## src/rtl/bin_to_bcd_seq.sv

```systemverilog
// rtl/bin_to_bcd_seq.sv - sequential shift-and-add-3 binary-to-BCD converter
//
// Converts a BIN_W-bit binary value into DIGITS packed BCD digits, one bit per
// ADD/SHIFT cycle pair, and reports overflow and a leading-zero blank mask.
//
// Ports:
//   iClk    clock, rising edge
//   iRst_n  asynchronous active-low reset
//   iStart  conversion request, accepted only while oReady=1
//   iBin    binary value, sampled on the accepting edge
//   oReady  1 while idle
//   oBusy   1 while a conversion is in flight
//   oValid  one-cycle pulse when oBcd/oBlank/oOvf are updated
//   oBcd    result, digit k at [4k+3:4k], held until the next oValid
//   oBlank  bit k=1 when digit k is a leading zero (bit 0 never set)
//   oOvf    1 when iBin >= 10**DIGITS; oBcd then holds iBin mod 10**DIGITS
module bin_to_bcd_seq #(
  parameter int BIN_W  = 14,
  parameter int DIGITS = 5
) (
  input  logic                  iClk,
  input  logic                  iRst_n,
  input  logic                  iStart,
  input  logic [BIN_W-1:0]      iBin,
  output logic                  oReady,
  output logic                  oBusy,
  output logic                  oValid,
  output logic [4*DIGITS-1:0]   oBcd,
  output logic [DIGITS-1:0]     oBlank,
  output logic                  oOvf
);

  localparam int                BCD_W     = 4 * DIGITS;
  localparam int                CNT_W     = $clog2(BIN_W + 1);
  localparam logic [CNT_W-1:0]  LAST_CNT  = CNT_W'(BIN_W - 1);
  // All digits but the units blanked: a zero result still shows "0".
  localparam logic [DIGITS-1:0] BLANK_RST = {DIGITS{1'b1}} << 1;

  typedef enum logic [1:0] {
    IDLE  = 2'd0,
    ADD   = 2'd1,
    SHIFT = 2'd2,
    DONE  = 2'd3
  } state_t;

  state_t            state;
  logic [BCD_W-1:0]  bcd;
  logic [BIN_W-1:0]  bin;
  logic              carry;
  logic [CNT_W-1:0]  cnt;

  logic [BCD_W-1:0]  bcdAdj;
  logic [DIGITS-1:0] blankNext;
  logic              allZero;

  // Add-3 correction: each digit independently, no inter-digit carry, so that
  // the following left shift turns any digit >= 5 into a proper decimal carry.
  always_comb begin
    bcdAdj = bcd;
    for (int k = 0; k < DIGITS; k++) begin
      if (bcd[4*k +: 4] >= 4'd5) begin
        bcdAdj[4*k +: 4] = bcd[4*k +: 4] + 4'd3;
      end
    end
  end

  // Leading-zero mask: walk down from the top digit while everything seen so
  // far is zero. Digit 0 is excluded so the units digit is always shown.
  always_comb begin
    blankNext = '0;
    allZero   = 1'b1;
    for (int k = DIGITS - 1; k >= 1; k--) begin
      allZero      = allZero & (bcd[4*k +: 4] == 4'd0);
      blankNext[k] = allZero;
    end
  end

  always_ff @(posedge iClk or negedge iRst_n) begin
    if (!iRst_n) begin
      state  <= IDLE;
      bcd    <= '0;
      bin    <= '0;
      carry  <= 1'b0;
      cnt    <= '0;
      oBcd   <= '0;
      oBlank <= BLANK_RST;
      oOvf   <= 1'b0;
      oValid <= 1'b0;
      oReady <= 1'b1;
      oBusy  <= 1'b0;
    end else begin
      oValid <= 1'b0;
      case (state)
        IDLE: begin
          if (iStart) begin
            bcd    <= '0;
            bin    <= iBin;
            carry  <= 1'b0;
            cnt    <= '0;
            state  <= ADD;
            oReady <= 1'b0;
            oBusy  <= 1'b1;
          end
        end
        ADD: begin
          bcd   <= bcdAdj;
          state <= SHIFT;
        end
        SHIFT: begin
          {bcd, bin} <= {bcd, bin} << 1;
          // Anything leaving the top digit means the value reached 10**DIGITS.
          carry <= carry | bcd[BCD_W-1];
          cnt   <= cnt + CNT_W'(1);
          state <= (cnt == LAST_CNT) ? DONE : ADD;
        end
        DONE: begin
          oBcd   <= bcd;
          oOvf   <= carry;
          oBlank <= blankNext;
          oValid <= 1'b1;
          state  <= IDLE;
          oReady <= 1'b1;
          oBusy  <= 1'b0;
        end
        default: begin
          state  <= IDLE;
          oReady <= 1'b1;
          oBusy  <= 1'b0;
        end
      endcase
    end
  end

endmodule

```

## config.mk

```make
export PLATFORM = sky130hd
export DESIGN_NAME = bin_to_bcd_seq
export DESIGN_NICKNAME = d
export VERILOG_FILES = /design/src/rtl/bin_to_bcd_seq.sv
export SDC_FILE = /design/constraint.sdc
export NUM_CORES = 1
export LEC_CHECK = 0
export BUFFER_PORTS_ARGS = -buffer_cell sky130_fd_sc_hd__buf_2
export CAP_MARGIN = 20
export CORE_AREA = 10 10 87 97
export CTS_CLUSTER_SIZE = 16
export DETAILED_ROUTE_END_ITERATION = 10
export DIE_AREA = 0 0 97 107
export GPL_TIMING_DRIVEN = 0
export MAX_ROUTING_LAYER = met4
export PLACE_DENSITY = 0.76
export SYNTH_ARGS = -nofsm -noshare
export SYNTH_HDL_FRONTEND = slang
export SYNTH_SLANG_ARGS = --single-unit
```

## constraint.sdc

```tcl
create_clock -name iClk -period 2.33 [get_ports iClk]
set_clock_uncertainty 0.2 [all_clocks]
set_input_delay 0.233 -clock iClk [delete_from_list [all_inputs] [get_ports iClk]]
set_output_delay 0.233 -clock iClk [all_outputs]
set_load 0.01 [all_outputs]
```

==> After elaboration in Yosys (flattened, before gate mapping) <==
Index checks and enable logic that the tools add are counted.
{ "word_totals": {"in_bits": 17, "register_bits": 69, "out_inout_bits": 29} }
{ "op_classes": {"bitwise_logic": 4, "n_mux": 20, "n_addsub": 6, "order_cmp": 5, "n_eq_ne": 10, "reduce_logical": 15} }
{ "ops": {"columns": ["cell", "count"], "rows": [
  ["$pmux W20 S3", 1],
  ["$pmux W14 S2", 1],
  ["$mux W4", 6],
  ["$add A4 B2 Y4 const B", 5],
  ["$ge A4 B3 Y1 const B", 5],
  ["$mux W20", 1],
  ["$logic_not A4 Y1", 4],
  ["$reduce_and A3 Y1", 5],
  ["$mux W14", 1],
  ["$ne A2 B2 Y1 const B", 6],
  ["$pmux W2 S4", 1],
  ["$pmux W4 S2", 1],
  ["$pmux W1 S2", 3],
  ["$add A4 B1 Y4 const B", 1],
  ["$eq A2 B2 Y1 const B", 2],
  ["$eq A4 B4 Y1 const B", 1],
  ["$mux W2", 2],
  ["$reduce_and A2 Y1", 2],
  ["$reduce_bool A2 Y1", 2],
  ["$and A1 B1 Y1", 3],
  ["$mux W1", 3],
  ["$reduce_bool A3 Y1", 1],
  ["$eq A2 B1 Y1 const B", 1],
  ["$logic_not A2 Y1", 1],
  ["$or A1 B1 Y1", 1]
]} }

==> Longest topological paths before layout <==
Gate-level depths: netlist (run 1).
{ "depth": {"depth_word": 4, "mapped_depth": 10, "ltp_nobuf": 6} }

==> Worst setup path after synthesis (run 1) <==
Ideal clock, no wire load.
{ "synth_timing": {"kind": "register to register", "start": "register state[0]", "end": "register bcd[10]", "slack_ns": 0.384, "path_stages_with_launch": 10, "arrival_time_ns": 1.619, "period_less_slack_ns": 1.946, "path_buffers": 3, "path_cell_list": "dfrtp_1 > inv_1 > ha_1 > buf_4 > nand2b_2 > buf_6 > nand2_4 > buf_6 > nor2_2 > mux2_1"} }
{ "synth_via": {"elab_chain_len": 3, "elab_cells_between_ends": 8, "classes_between": "eq/ne (4); mux (1); reduce/logical (3)"} }
{ "synth_rtl": {"columns": ["element", "line", "source"], "rows": [
  ["start: declaration", "46", "state_t state;"],
  ["start signal: assignment", "114", "state <= (cnt == LAST_CNT) ? DONE : ADD;"],
  ["$eq A2 B1 Y1, or another cell as far along", "93", "case (state)"],
  ["$ne A2 B2 Y1 (no source line) or $reduce_bool A3 Y1 (tied branches)", null, null],
  ["$reduce_and A3 Y1 (no source line)", null, null],
  ["end signal: assignment", "106", "bcd <= bcdAdj;"],
  ["end signal: assignment", "110", "{bcd, bin} <= {bcd, bin} << 1;"],
  ["end: declaration", "47", "logic [BCD_W-1:0] bcd;"]
]} }
Several ways; a longest one is shown, not always the timed one.
A chain may end at the register's enable or synchronous reset.

==> Final worst setup path (run 1) <==
{ "layout_timing": {"start": "register state[1]", "end": "register bcd[10]"} }
The elaborated chain is that of the path after synthesis.

==> run_results.csv, run 1 <==
group,metric,value,unit
worst_setup_path,startpoint,"state[1]",
outcome,status,"finished with violations",
route,drc_errors,0,
timing,max_freq,471,MHz
floorplanning,rows,31,
worst_setup_path,worst_path_most_repeated_cell,"buf_6",
timing,hold_violations,1,
timing,tns,0,ns
place,dp_hpwl,5670,µm
route,ant_nets,0,
worst_setup_path,worstPathRequired,2.36,ns
clock_tree,cts_sinks,69,
worst_setup_path,r2r_start,"state[1]",
synth,synth_cell_types,48,
timing,rsz0062_at_grt,"false",
worst_setup_path,cp_max_fo,10,
global_route,grt_start_max_net_pins,70,
floorplanning,start_util,56.2,%
floorplanning,die_w,97,µm
timing,worst_pin_slew,0.860,ns
synth,syn-cell-area,3640,µm²
global_route,antenna_found_initial,0,
timing,report.final.slew_viol_count,0,
worst_setup_path,critical_path_class,"flip-flop to flip-flop",
cells_and_area,antenna_cells,0,
place,gp_congestion,0.919,
worst_hold_path,holdCritPathClass,"input pin to flip-flop",
place,place_area,3970,µm²
route,vias,2852,
worst_setup_path,cp-endpoint,"bcd[10]",
synth,synth_seq_area_share,47.6,%
power,p_per_area,1300,nW/µm²
power,worst_ir_drop_vdd,0.812,mV
worst_setup_path,cp.arrival,2.15,ns
clock_tree,cts_setup_buffers,0,
flow_run,maxCapViolCount,0,
synth,synth_edf_count,0,
cells_and_area,fin_cells,498,
synth,yosys_most_used_dff,"dfrtp_1",
outcome,violations,"hold timing",
route,viasPerCell,5.73,
timing,setup_viol_count_final,0,
cells_and_area,fin_area,4270,µm²
worst_setup_path,cp_num_buf_inv,4,
synth,ys_ff_latch,69,
clock_tree,clk_pin_slew,0.07,ns
worst_setup_path,end_kind,"flip-flop",
worst_setup_path,crit_path_top_delay_cell,"dfrtp_1",
floorplanning,die_y,107,µm
timing,period_needed,2.12,ns
timing,slew_headroom,42.7,%
floorplanning,die_area,10400,µm²
global_route,grt_remaining_overflow,0,
worst_setup_path,r2r_cells,9,
place,dp.cells,471,
worst_setup_path,rrSetupSlack,0.21,ns
power,leakage,0.00204,µW
global_route,grt_pass1_vias,2891,
worst_setup_path,crit_family,"buffers and inverters",
cells_and_area,fin_nets,446,
synth,syn_area_per_cell,10.6,µm²
clock_tree,max-clock-path-buffers,2,
synth,syn-num-nets,380,
worst_setup_path,cp_cell_sequence,"inv_1, ha_1, buf_4, nand2b_2, buf_6, nand2_4, buf_6, nor2_2, mux2_1",
worst_setup_path,path_depth,9,
clock_tree,root_buffer,"clkbuf_8",
timing,holdWs,-0.00125,ns
synth,syn-instance-count,345,
cells_and_area,post-route-util,65.9,%
clock_tree,tritoncts,"yes",
global_route,grt_pass1_wl,14000,µm
cells_and_area,nFillCells,502,
route,dr.pass1.iters,5,
worst_setup_path,critPathLaunchType,"flip-flop",
synth,synth-async-reset-ratio,100,%
clock_tree,cts_buffers,9,
route,routedWlPerCell,16.5,µm
floorplanning,ioPinCount,46,
synth,synth_warnings,0,
route,wirelength,8240,µm
clock_tree,clk_latency,0.35,ns
place,numPortBuffers,44,
cells_and_area,layout-drive-gt1-share,27.2,%
worst_setup_path,slowest_delay,0.43,ns
floorplanning,coreArea,6480,µm²
timing,post-route-period-util,91.2,%
global_route,track_usage,16.4,%
route,drt-initial-drc-count,171,
clock_tree,htree_levels,3,
cells_and_area,area_growth_syn_to_layout,17.2,%
worst_setup_path,worstReg2RegEnd,"bcd[10]",
layer usage:
| metal | vias to the layer above | routed length (µm) | share of wire [%] | GRT usage, % |
|---|---|---|---|---|
| li1 | 1353 | - | - | - |
| met1 | 1370 | 3530 | 43 | 19.1 |
| met2 | 117 | 4050 | 49 | 26.9 |
| met3 | 12 | 509 | 6.2 | 3.79 |
| met4 | 0 | 153 | 1.9 | 7.07 |
| met5 | - | 0 | 0 | - |
where the power goes:
| group | total (µW) | switching, µW | internal [µW] |
|---|---|---|---|
| Clock | 954 | 466 | 488 |
| Sequential | 1970 | 324 | 1640 |
| Combinational | 2630 | 1580 | 1050 |
flip-flops by register name, indices dropped and copies added (netlist names):
name	count
bcd	20
bin	14
carry	1
cnt	4
oBcd	20
oBlank	4
oBusy	1
oOvf	1
oReady	1
oValid	1
state	2
cell type report:
cell class | instances | area (µm²) | share of cell area, %
plain buffers | 19 | 115 | 2.70
well taps | 82 | 103 | 2.40
clock inverters | 7 | 66.3 | 1.55
repair buffers | 55 | 333 | 7.80
clock buffers | 9 | 124 | 2.90
multi-input cells | 235 | 1710 | 40.1
flip-flops and latches | 69 | 1730 | 40.6
inverters | 22 | 82.6 | 1.93
Yosys cell counts (5+ instances only):
cell type  count  share of area, %
ha_1          18               6.2
buf_2         10               1.4
mux2i_1       22               6.0
o41ai_1        5               1.2
nand3_1        7              0.96
nor2_1         7              0.72
inv_1         21               2.2
nand2_1       34               3.5
nand4_1        7               1.2
nand2b_1      10               1.7
mux2_2        22               6.8
a21oi_1       11               1.5
dfrtp_1       64                44
dfstp_2        5               3.6
o21ai_0       43               5.9
cells in the final DEF, fill, tap and decap left out, drive strengths merged, types with 9 or more instances in the layout:
master / synthesis / final
o21ai: 43 / 43
buf: 16 / 60
inv: 22 / 22
mux2: 25 / 25
dfrtp: 64 / 64
nor2: 9 / 9
clkbuf: 3 / 12
dlygate4sd3: 0 / 11
nand2: 35 / 35
nand2b: 11 / 11
a21oi: 14 / 14
mux2i: 22 / 22
ha: 18 / 18
what timing repair did:
action | CTS | global route
endpoints found under the hold margin | 74 | 0
hold buffers | 11 | 0
endpoints found under the setup margin | 0 | 5
resized for setup | 0 | 2
through the flow:
stage / total power [µW] / worst slack [ns]
after floorplan: 3810 / 0.384
after global placement: 4510 / 0.124
after detailed placement: 4590 / 0.131
after CTS: 5570 / 0.102
after global routing: 5980 / 0.0341
final: 5550 / 0.205
worst min-delay path by stage:
stage,startpoint,endpoint,slack [ns],cells after the start
2_1_floorplan,iRst_n,bcd[0],-0.26,0
4_1_cts,iBin[9],bin[9],0.001,3
3_5_place_dp,iRst_n,oBcd[8],0.20,1
6_report,iBin[2],bin[2],-0.001,3
5_1_grt,iBin[9],bin[9],0.06,3
3_3_place_gp,oBlank[2],oBlank[2],0.26,2
tightest hold or removal path, cell delays in order:
cell	delay (ns)
buf_2	0.07
mux2i_1	0.05
o21ai_0	0.15
logic make-up (layout without fill, tap and decap cells):
family	count (synthesis)	count (layout)	share of synthesized area (%)
buf+inv	41	112	5.39
flops	69	69	47.6
fa+ha+maj	18	18	6.18
xor+xnor	6	6	1.44
other cells	1	1	0.103
compound gates	87	87	15.2
simple gates	76	76	10.3
mux	47	47	13.8
Note: power is estimated with default switching activity, not from simulation.
==> run 2: changes to the inputs <==
Settings changed: ABC_AREA set to 1, CORE_AREA 10 10 87 97 to 10 10 86 95, DIE_AREA 0 0 97 107 to 0 0 96 105, PLACE_DENSITY 0.76 to 0.8.
==> run_results.csv, run 2 <==
group,metric,value,unit
worst_setup_path,cp.arrival,2.06,ns
synth,synth_seq_area_share,50.2,%
route,wirelength,7930,µm
floorplanning,coreArea,6160,µm²
power,sw_frac_of_total,43.6,%
timing,report.final.slew_viol_count,0,
timing,period_needed,2.03,ns
worst_setup_path,r2r_cells,7,
global_route,grt_start_max_net_pins,70,
floorplanning,ioPinCount,46,
worst_hold_path,min_to,"oReady",
cells_and_area,post-route-util,66.7,%
route,vias,3053,
power,p_int,2920,µW
synth,synth_warnings,0,
synth,syn-num-nets,468,
floorplanning,start_util,56.1,%
timing,hold_violations,0,
clock_tree,tritoncts,"yes",
floorplanning,rows,30,
timing,worst_pin_slew,0.842,ns
global_route,track_usage,17.3,%
cells_and_area,multi_input_area,1480,µm²
outcome,status,"completed",
synth,syn-cell-area,3450,µm²
timing,setup_viol_count_final,0,
floorplanning,die_w,96,µm
timing,timing.final.ws_setup,0.301,ns
place,dp_hpwl,5570,µm
worst_setup_path,r2r_start,"state[0]",
synth,synthMostInstantiatedCell,"nand2_1",
place,numPortBuffers,44,
timing,tns,0,ns
global_route,grt_pass1_vias,2947,
worst_setup_path,worstPathRequired,2.36,ns
synth,synth_edf_count,0,
clock_tree,clk_latency,0.34,ns
cells_and_area,fin_area,4110,µm²
cells_and_area,layout-drive-gt1-share,15.0,%
cells_and_area,layout_common_cells,"165 x nand2_1, 64 x dfrtp_1, 50 x buf_2",
timing,slew_headroom,43.9,%
worst_setup_path,end_kind,"flip-flop",
clock_tree,clk_pin_slew,0.07,ns
worst_hold_path,min-delay-start,"iStart",
cells_and_area,fin_nets,538,
synth,synth_top_cell_by_area,"dfrtp_1",
timing,rsz0062_at_grt,"false",
power,worst_ir_drop_vdd,0.857,mV
synth,synthTopCellsByCount,"165 x nand2_1, 64 x dfrtp_1, 40 x inv_1",
route,viasPerCell,5.19,
clock_tree,root_buffer,"clkbuf_8",
floorplanning,die_y,105,µm
worst_setup_path,rrSetupSlack,0.30,ns
global_route,grt_remaining_overflow,0,
synth,syn_area_per_cell,7.98,µm²
flow_run,maxCapViolCount,0,
clock_tree,max-clock-path-buffers,2,
worst_setup_path,worstReg2RegEnd,"bcd[8]",
cells_and_area,final_common_cell,"nand2_1",
clock_tree,cts_sinks,69,
route,routedWlPerCell,13.5,µm
cells_and_area,seq_area,1730,µm²
synth,ys_ff_latch,69,
synth,yosys-top-cells-area,"dfrtp_1 46%, nand2_1 18%, ha_1 6.5%",
cells_and_area,antenna_cells,0,
cells_and_area,area_growth_syn_to_layout,18.9,%
power,p_total,5170,µW
timing,max_freq,493,MHz
route,drc_errors,0,
power,seqPwrFrac,36.8,%
cells_and_area,layout_top_registers,"bcd (20), oBcd (20), bin (14)",
power,leakage,0.00220,µW
place,place_area,3780,µm²
synth,yosys_most_used_dff,"dfrtp_1",
power,combPwrFrac,45.9,%
route,dr.pass1.iters,7,
route,ant_nets,0,
worst_hold_path,holdCritPathClass,"input pin to flip-flop",
power,pwr-share-clk,17.4,%
synth,synth_cell_types,27,
synth,synth_top_area_share,46.4,%
clock_tree,htree_levels,3,
global_route,grt_pass1_wl,13800,µm
synth,syn-instance-count,433,
global_route,antenna_found_initial,0,
synth,synth-async-reset-ratio,100,%
route,drt-initial-drc-count,229,
floorplanning,die_area,10100,µm²
worst_setup_path,critPathLaunchType,"flip-flop",
worst_setup_path,cp_max_fo,10,
cells_and_area,nFillCells,541,
place,gp_congestion,0.822,
power,p_switching,2250,µW
place,place_ws,0.300,ns
timing,post-route-period-util,87.1,%
clock_tree,cts_buffers,9,
worst_hold_path,hold_depth,4,
power,p_per_area,1260,nW/µm²
worst_setup_path,critical_path_class,"flip-flop to flip-flop",
==> run 2: layer usage <==
layer | GRT usage [%] | routed length [µm] | vias up
li1 | - | - | 1530
met1 | 21.4 | 3460 | 1407
met2 | 26.6 | 3720 | 102
met3 | 3.36 | 598 | 14
met4 | 7.49 | 142 | 0
met5 | - | 0 | -
==> run 2: how the worst max path moves through the flow <==
stage / cells after the start / from / to
after floorplan: 7 / state[0] / bcd[19]
after global placement: 6 / state[0] / bcd[17]
after detailed placement: 6 / state[0] / bcd[17]
after CTS: 7 / state[0] / bcd[8]
after global routing: 7 / state[0] / bcd[8]
final: 7 / state[0] / bcd[8]
==> run 2: cell type report <==
cell class	instances	area share [%]
timing repair buffer	59	9.08
buffer	18	2.07
inverter	41	3.75
sequential	69	42.2
tap	80	2.44
clock buffer	15	4.29
clock inverter	1	0.122
multi-input combinational	305	36.1
==> run 2: power by group through the flow <==
stage	combinational (µW)	sequential [µW]	clock (µW)
6_report	2370	1900	899
5_1_grt	2710	1960	976
4_1_cts	2380	1900	917
3_5_place_dp	2350	1920	0
3_3_place_gp	2290	1890	0
2_1_floorplan	1590	1950	0
==> run 2: logic make-up after synthesis <==
family          after synthesis  share of synthesized area, %
flops                        69                          50.2
other cells                   1                         0.109
buf+inv                      59                          6.92
compound gates               69                          11.5
simple gates                217                          24.8
fa+ha+maj                    18                          6.52
==> run 2: through the flow <==
step	instances	hold WS [ns]
after floorplan	433	-0.263
after global placement	557	0.251
after global routing	588	0.154
after detailed placement	557	0.197
after CTS	588	0.109
final	588	0.110
==> run 2: repair_timing <==
action,in CTS,in global routing
endpoints found under the hold margin,78,0
gates resized for setup,0,0
setup buffers,0,0
hold buffers,15,0
==> run 2: worst max-delay path: stages (launching register included) <==
cell,delay (ns)
dfrtp_1,0.39
inv_1,0.11
ha_1,0.25
inv_1,0.19
clkbuf_1,0.45
o22ai_1,0.18
nand2_1,0.10
nand2_1,0.05
==> run 3: changes to the inputs <==
Settings changed: CORE_AREA 10 10 86 95 to 10 10 92 102, DIE_AREA 0 0 96 105 to 0 0 102 112, GPL_TIMING_DRIVEN 0 to unset, PLACE_DENSITY 0.8 to 0.71.
==> run_results.csv, run 3 (synthesis gave the netlist of run 2 again) <==
group,metric,value,unit
worst_setup_path,worstPathRequired,2.39,ns
power,p_total,5160,µW
place,dp.cells,555,
place,gp_congestion,0.943,
cells_and_area,fin_area,4130,µm²
worst_setup_path,rrSetupSlack,0.38,ns
cells_and_area,antenna_cells,0,
route,ant_nets,0,
worst_setup_path,critical_path_class,"flip-flop to flip-flop",
cells_and_area,layout_common_cells,"165 x nand2_1, 64 x dfrtp_1, 44 x buf_2",
flow_run,maxCapViolCount,0,
clock_tree,clk_pin_slew,0.07,ns
clock_tree,cts_sinks,69,
clock_tree,cts_buffers,9,
worst_hold_path,min_to,"oReady",
cells_and_area,layout-drive-gt1-share,15.0,%
cells_and_area,fin_cells,586,
global_route,grt_pass1_vias,2823,
route,viasPerCell,5.08,
global_route,track_usage,14.4,%
cells_and_area,fin_nets,529,
floorplanning,coreArea,7350,µm²
worst_hold_path,min-delay-start,"iStart",
cells_and_area,final_common_cell,"nand2_1",
timing,max_freq,513,MHz
timing,hold_violations,0,
worst_setup_path,critPathLaunchType,"flip-flop",
cells_and_area,area_growth_syn_to_layout,19.7,%
global_route,grt_remaining_overflow,0,
cells_and_area,nFillCells,662,
global_route,antenna_found_initial,0,
floorplanning,die_y,112,µm
power,worst_ir_drop_vdd,0.632,mV
worst_setup_path,r2r_start,"state[0]",
worst_hold_path,hold_depth,4,
timing,report.final.slew_viol_count,0,
timing,setup_viol_count_final,0,
worst_setup_path,cp_max_fo,28,
power,p_per_area,1250,nW/µm²
floorplanning,rows,33,
floorplanning,die_w,102,µm
timing,post-route-period-util,83.6,%
worst_setup_path,cp.arrival,2.01,ns
place,place_area,3800,µm²
route,wirelength,7720,µm
global_route,grt_pass1_wl,13100,µm
route,routedWlPerCell,13.2,µm
worst_setup_path,worstReg2RegEnd,"bin[5]",
route,drt-initial-drc-count,160,
floorplanning,ioPinCount,46,
worst_setup_path,r2r_cells,7,
worst_setup_path,end_kind,"flip-flop",
clock_tree,root_buffer,"clkbuf_8",
route,dr.pass1.iters,4,
worst_hold_path,holdCritPathClass,"input pin to flip-flop",
clock_tree,clk_latency,0.35,ns
outcome,status,"completed",
timing,period_needed,1.95,ns
clock_tree,htree_levels,3,
power,leakage,0.00220,µW
clock_tree,tritoncts,"yes",
route,drc_errors,0,
cells_and_area,layout_top_registers,"bcd (20), oBcd (20), bin (14)",
timing,rsz0062_at_grt,"false",
clock_tree,cts_setup_buffers,0,
place,dp_hpwl,5260,µm
timing,tns,0,ns
clock_tree,max-clock-path-buffers,2,
floorplanning,die_area,11400,µm²
floorplanning,start_util,47.0,%
place,numPortBuffers,44,
route,vias,2975,
global_route,grt_start_max_net_pins,70,
cells_and_area,post-route-util,56.2,%
## run 3: cell count changes in the layout (fill, tap and decap cells not counted)
cell	before	now
clkbuf_1	11	3
buf_2	50	44
buf_12	0	3
buf_4	3	6
clkbuf_2	1	0
## run 3: repair_timing
action,CTS,global route
hold buffers,15,0
resized for setup,0,0
hold endpoints to repair,78,0
## run 3: worst max-delay path by stage
stage	start	end	slack, ns	cells past startpoint
2_1_floorplan	state[0]	bcd[19]	0.70	7
3_3_place_gp	state[0]	bin[13]	0.46	7
3_5_place_dp	state[0]	bin[5]	0.41	7
4_1_cts	state[0]	bin[5]	0.38	7
5_1_grt	state[0]	bin[5]	0.20	7
6_report	state[0]	bin[5]	0.38	7
## run 3: layout make-up
cell class,instances,area (µm²),area share [%]
Tap cell,87,109,2.63
Sequential cell,69,1730,41.9
Inverter,41,154,3.72
Clock inverter,1,5.00,0.121
Timing Repair Buffer,68,475,11.5
Multi-Input combinational cell,305,1480,35.8
Clock buffer,15,176,4.27
## run 3: metrics by stage
stage	setup slack, ns	hold slack (ns)
2_1_floorplan	0.704	-0.263
3_3_place_gp	0.464	0.0866
3_5_place_dp	0.406	0.0860
4_1_cts	0.382	0.0982
5_1_grt	0.202	0.160
6_report	0.382	0.0977
## run 3: metal layers
metal / global-route usage, % / vias up / routed length, µm
met3: 3.15 / 19 / 346
met2: 22.2 / 68 / 3640
met4: 7.44 / 0 / 191
li1: - / 1505 / -
met1: 17.2 / 1383 / 3530
met5: - / - / 0
## run 3: worst max-delay path, cell delays in order, from the launching register on
cell     delay, ns
dfrtp_1       0.41
inv_1         0.14
ha_1          0.33
nand2_1       0.14
nand2_2       0.13
buf_4         0.28
nor2_1        0.07
a31oi_1       0.16
## run 3: power by group
part           internal [µW]  switching (µW)  leakage [µW]
Clock                    474             428     0.0000937
Sequential              1650             289      0.000892
Combinational            844            1480       0.00122
Total                   2970            2200       0.00220
